## src/rtl/branch_flush_ctrl.sv

```systemverilog
// branch_flush_ctrl: condition-code register, EX-stage jump resolution and
// PC redirect / pipeline flush sequencing.
// Optional feature macro: BRANCH_FLAG_CLEAR_EN (taken conditional jump clears
// the flag it tested at the resolve edge).
module branch_flush_ctrl #(
  parameter int unsigned PC_WIDTH     = 32,
  parameter int unsigned FLUSH_CYCLES = 2
) (
  input  logic                clk,
  input  logic                rst,
  input  logic                alu_zf,
  input  logic                alu_cf,
  input  logic                alu_nf,
  input  logic [2:0]          flag_wr,
  input  logic                ex_branch,
  input  logic [1:0]          ex_sel,
  input  logic [PC_WIDTH-1:0] ex_target,
  input  logic                stall,
  input  logic                ccr_save,
  input  logic                ccr_restore,
  output logic [2:0]          ccr,
  output logic                pc_sel,
  output logic [PC_WIDTH-1:0] pc_target,
  output logic                flush_ifid,
  output logic                flush_idex,
  output logic                busy
);

  typedef enum logic {
    ST_IDLE,
    ST_FLUSH
  } state_t;

  localparam logic [3:0] CNT_LOAD = 4'(FLUSH_CYCLES - 1);

  state_t     state_q, state_d;
  logic [3:0] cnt_q, cnt_d;
  logic [2:0] ccr_q, ccr_d;
  logic [2:0] shadow_q, shadow_d;

  logic       taken;
  logic       resolve;
  logic [2:0] clr_mask;
  logic [2:0] alu_flags;

  assign alu_flags = {alu_zf, alu_cf, alu_nf};
  assign ccr       = ccr_q;

  // Branch condition from the registered CCR; resolution only in IDLE, unstalled
  always_comb begin
    taken = 1'b0;
    case (ex_sel)
      2'b00:   taken = ccr_q[2];
      2'b01:   taken = ccr_q[1];
      2'b10:   taken = ccr_q[0];
      default: taken = 1'b1;
    endcase
    resolve = (state_q == ST_IDLE) && ex_branch && taken && !stall;
  end

  // Flag bit cleared by a taken conditional jump (feature-dependent)
  always_comb begin
    clr_mask = '0;
`ifdef BRANCH_FLAG_CLEAR_EN
    if (resolve) begin
      case (ex_sel)
        2'b00:   clr_mask = 3'b100;
        2'b01:   clr_mask = 3'b010;
        2'b10:   clr_mask = 3'b001;
        default: clr_mask = 3'b000;
      endcase
    end
`endif
  end

  // CCR / shadow next value: restore > per-flag write > clear-on-taken
  always_comb begin
    ccr_d    = ccr_q;
    shadow_d = shadow_q;
    if (ccr_restore) begin
      ccr_d = shadow_q;
    end else begin
      for (int unsigned i = 0; i < 3; i++) begin
        if (flag_wr[i])
          ccr_d[i] = alu_flags[i];
        else if (clr_mask[i])
          ccr_d[i] = 1'b0;
      end
      if (ccr_save)
        shadow_d = ccr_q;
    end
  end

  // Flush FSM next-state and outputs
  always_comb begin
    state_d    = state_q;
    cnt_d      = cnt_q;
    pc_sel     = 1'b0;
    flush_ifid = 1'b0;
    flush_idex = 1'b0;
    busy       = 1'b0;
    case (state_q)
      ST_IDLE: begin
        if (resolve) begin
          pc_sel     = 1'b1;
          flush_ifid = 1'b1;
          flush_idex = 1'b1;
          cnt_d      = CNT_LOAD;
          state_d    = (FLUSH_CYCLES > 1) ? ST_FLUSH : ST_IDLE;
        end
      end
      ST_FLUSH: begin
        flush_ifid = 1'b1;
        flush_idex = 1'b1;
        busy       = 1'b1;
        cnt_d      = cnt_q - 4'd1;
        if (cnt_q <= 4'd1)
          state_d = ST_IDLE;
      end
      default: state_d = ST_IDLE;
    endcase
  end

  assign pc_target = pc_sel ? ex_target : '0;

  // State, counter, CCR and shadow registers
  always_ff @(posedge clk) begin
    if (rst) begin
      state_q  <= ST_IDLE;
      cnt_q    <= '0;
      ccr_q    <= '0;
      shadow_q <= '0;
    end else begin
      state_q  <= state_d;
      cnt_q    <= cnt_d;
      ccr_q    <= ccr_d;
      shadow_q <= shadow_d;
    end
  end

endmodule

```

## config.mk

```make
export PLATFORM = sky130hd
export DESIGN_NAME = branch_flush_ctrl
export DESIGN_NICKNAME = d
export VERILOG_FILES = /design/src/rtl/branch_flush_ctrl.sv
export SDC_FILE = /design/constraint.sdc
export NUM_CORES = 1
export LEC_CHECK = 0
export BUFFER_PORTS_ARGS = -buffer_cell sky130_fd_sc_hd__buf_2
export CORE_UTILIZATION = 34
export DETAILED_ROUTE_END_ITERATION = 6
export GPL_ROUTABILITY_DRIVEN = 1
export PLACE_DENSITY_LB_ADDON = 0.08
export SLEW_MARGIN = 10
export SYNTH_ARGS = -nofsm -noshare
export SYNTH_HDL_FRONTEND = slang
export SYNTH_SLANG_ARGS = --single-unit
```

## constraint.sdc

```tcl
create_clock -name clk -period 1.68 [get_ports clk]
set_input_delay 0.168 -clock clk [delete_from_list [all_inputs] [get_ports clk]]
set_output_delay 0.168 -clock clk [all_outputs]
set_load 0.01 [all_outputs]
```

==> run_results.csv <==
group,metric,value,unit
cts,cts_root_buffer,"clkbuf_4",
pwr,power.density,480,nW/um^2
floorplanning,initial_utilization,37.8,%
floorplanning,num_rows,16,
grt,use_met2,39.9,%
cts,cts_tree,"done",
floorplanning,fp.dieW,49.7,um
worst_hold_path,min_to,"ccr[1]",
finish,n_antenna_cell,0,
setup_path,rrSetupSlack,0.11,ns
cts,cts_buffers,3,
place,dp_worst_setup_slack,0.0373,ns
grt,grt_busiest_layer,"met2",
timing,hold_viol,0,
setup_path,r2r_end,"state_q",
floorplanning,fp.dieH,49.7,um
flow_run,maxCapViolCount,0,
timing,rsz0062_at_grt,"true",
setup_path,crit_path_end_kind,"output port",
drt,vias,958,
synthesis,yosys_warnings,0,
synthesis,syn_nets,139,
grt,grt_pass1_wl,3.82,mm
pwr,p_leak,0.790,nW
synthesis,syn_area,772,sq um
grt,antenna_found_initial,0,
setup_path,r2r_start,"state_q",
setup_path,worstPathCellList,"or3b_4 > a211oi_4 > buf_4 > buf_6 > and2_1 > buf_2",
drt,firstDrtPassIters,4,
drt,detail_route.wl_per_cell,12.0,um
drt,antenna_left,0,
finish,area_delta_synth_final,77.8,%
synthesis,syn_inst,91,
timing,max_freq,542,MHz
grt,grt_max_degree,15,
timing,setup_viol,35,
synthesis,yosysSeqAreaShare,28.5,%
floorplanning,pin_count,85,
synthesis,synth_top_area_cell,"dfxtp_1",
place,hpwl,1.87,mm
drt,drc,0,
worst_hold_path,min_from,"ccr_restore",
cts,clock_sinks,11,
timing,worst_slack,-0.166,ns
drt,wl,2.50,mm
place,numPortBuffers,84,
worst_hold_path,hold_path.class,"in2reg",
setup_path,arrival,1.68,ns
synthesis,syn_avg_cell_area,8.48,sq um
place,gp_congestion,0.710,
setup_path,worstPathMaxFanout,6,
finish,num-fill-cells,175,
synthesis,yosysUniqueCellTypes,25,
synthesis,synth.area.top_cells,"dfxtp_1 (29%), and2_1 (26%), mux2i_1 (9.1%), mux2_2 (4.4%), nor2_1 (3.9%)",
grt,grt_util_met3,7.10,%
setup_path,start_kind,"flip-flop",
grt,grt_pass1_vias,883,
floorplanning,core_area,2040,sq um
drt,drtIter0Drc,8,
setup_path,reg2reg_depth,7,
grt,use_met1,19.5,%
grt,gr-total-overflow,0,
timing,max_slew_margin,74.3,%
timing,fin_skew,0.00470,ns
floorplanning,die_area,2470,sq um
status,violations,"setup timing",
cts,clk_path_buf_depth,2,
timing,min_period,1.85,ns
finish,drive_gt1_share,62.6,%
synthesis,synth_seq_cells,11,
synthesis,yosysTopAreaCellShare,28.5,%
cts,htreeDepth,1,
cts,cts-hold-fix-buffers,0,
finish,fin_nets,231,
timing,fin_setup_tns,-5.29,ns
timing,tightest_slew,0.380,ns
status,status,"finished with violations",
setup_path,worstPathRequired,1.51,ns
setup_path,crit_type,"reg2out",
setup_path,max_stage_delay,0.38,ns
pwr,peakVddDrop,475,uV
timing,fin_crit_sh,110,%
cts,cts.clk_slew.worst_paths,0.07,ns
worst_hold_path,hold-path-cell-count,3,
timing,drv_slew,0,
setup_path,cp_slowest_cell,"or3b_4",
grt,grt.total_usage,20.0,%
drt,vias_per_cell,4.58,
cts,clk_latency,0.27,ns
sequential cells by signal, indices dropped and copies added, names as in the netlist:
| register | cells |
|---|---|
| ccr | 3 |
| shadow_q | 3 |
| state_q | 1 |
| cnt_q | 4 |
through the flow:
stage / cells / util [%] / power (W) / hold slack [ns] / cell area (sq um)
2_1_floorplan: 91 / - / 0.000369 / 0.267 / 772
3_3_place_gp: 198 / 59.3 / 0.000450 / 0.478 / 1210
3_5_place_dp: 198 / 59.3 / 0.000456 / 0.494 / 1210
4_1_cts: 209 / 67.2 / 0.000670 / 0.213 / 1370
5_1_grt: 209 / 67.2 / 0.000698 / 0.232 / 1370
6_report: 209 / 67.2 / 0.000659 / 0.220 / 1370
repair_timing:
action	CTS	global route
endpoints found under the hold margin	0	0
buffers inserted	4	0
gates resized for setup	25	0
cloned	3	0
endpoints found under the setup margin	35	35
pin swaps	8	0
report_power, final:
part / total (W) / internal (W) / switching, W
Sequential: 0.000279 / 0.000270 / 0.00000887
Combinational: 0.000201 / 0.000117 / 0.0000840
Clock: 0.000179 / 0.0000919 / 0.0000869
Total: 0.000659 / 0.000479 / 0.000180
cell usage after synthesis (all sizes together):
cell    number
and2        32
dfxtp       11
nor2         8
mux2i        7
buf          4
inv          4
clkbuf       3
mux2         3
ha           2
o31a         2
o41ai        2
or3b         2
a211oi       1
a21oi        1
a31oi        1
nand2b       1
nor3         1
nor3b        1
nor4b        1
nor4bb       1
o21ba        1
or2          1
xnor2        1
per-layer routing:
metal,part of all wire (%),routed length [um]
met5,0,0
met3,9.0,224
met4,1.0,25
met1,37,914
met2,53,1330
worst max-delay path by stage:
stage | start | endpoint | cells after the start
2_1_floorplan | state_q | pc_target[13] | 5
3_3_place_gp | state_q | pc_target[28] | 5
3_5_place_dp | state_q | pc_target[12] | 5
4_1_cts | state_q | pc_target[13] | 6
5_1_grt | state_q | pc_target[11] | 6
6_report | state_q | pc_target[30] | 6
cell usage in the layout, fill, tap and decap left out, drive strengths merged, types with 3 or more instances in the layout:
| master | instances |
|---|---|
| mux2i | 7 |
| dfxtp | 11 |
| nor2 | 8 |
| buf | 94 |
| inv | 4 |
| clkbuf | 4 |
| mux2 | 3 |
| and2 | 32 |
area by class of cell:
cell class / instances / area [sq um] / share of cell area [%]
tap: 27 / 33.8 / 2.46
clock buffer: 4 / 26.3 / 1.91
sequential: 11 / 223 / 16.2
inverter: 4 / 15.0 / 1.09
multi-input combinational: 69 / 529 / 38.6
timing repair buffer: 94 / 546 / 39.7
logic make-up (layout without fill, tap and decap cells):
family,count (synthesis),count (layout),synth area share [%]
adder cells (fa/ha/maj),2,2,3.24
XOR/XNOR,1,1,1.13
AND/OR/NAND/NOR,48,48,37.8
flip-flops,11,11,28.5
multiplexers,10,10,13.5
buffers and inverters,11,102,6.97
AO/OA/AOI/OAI,8,8,8.91
worst max-delay path: cells and delay by family, from the launching register on:
| family | cells | cell delay (ns) |
|---|---|---|
| DFF | 1 | 0.32 |
| AOI/OAI and AO/OA | 1 | 0.18 |
| buffers and inverters | 3 | 0.40 |
| and+or+nand+nor | 2 | 0.50 |
(Power assumes the default switching activity.)
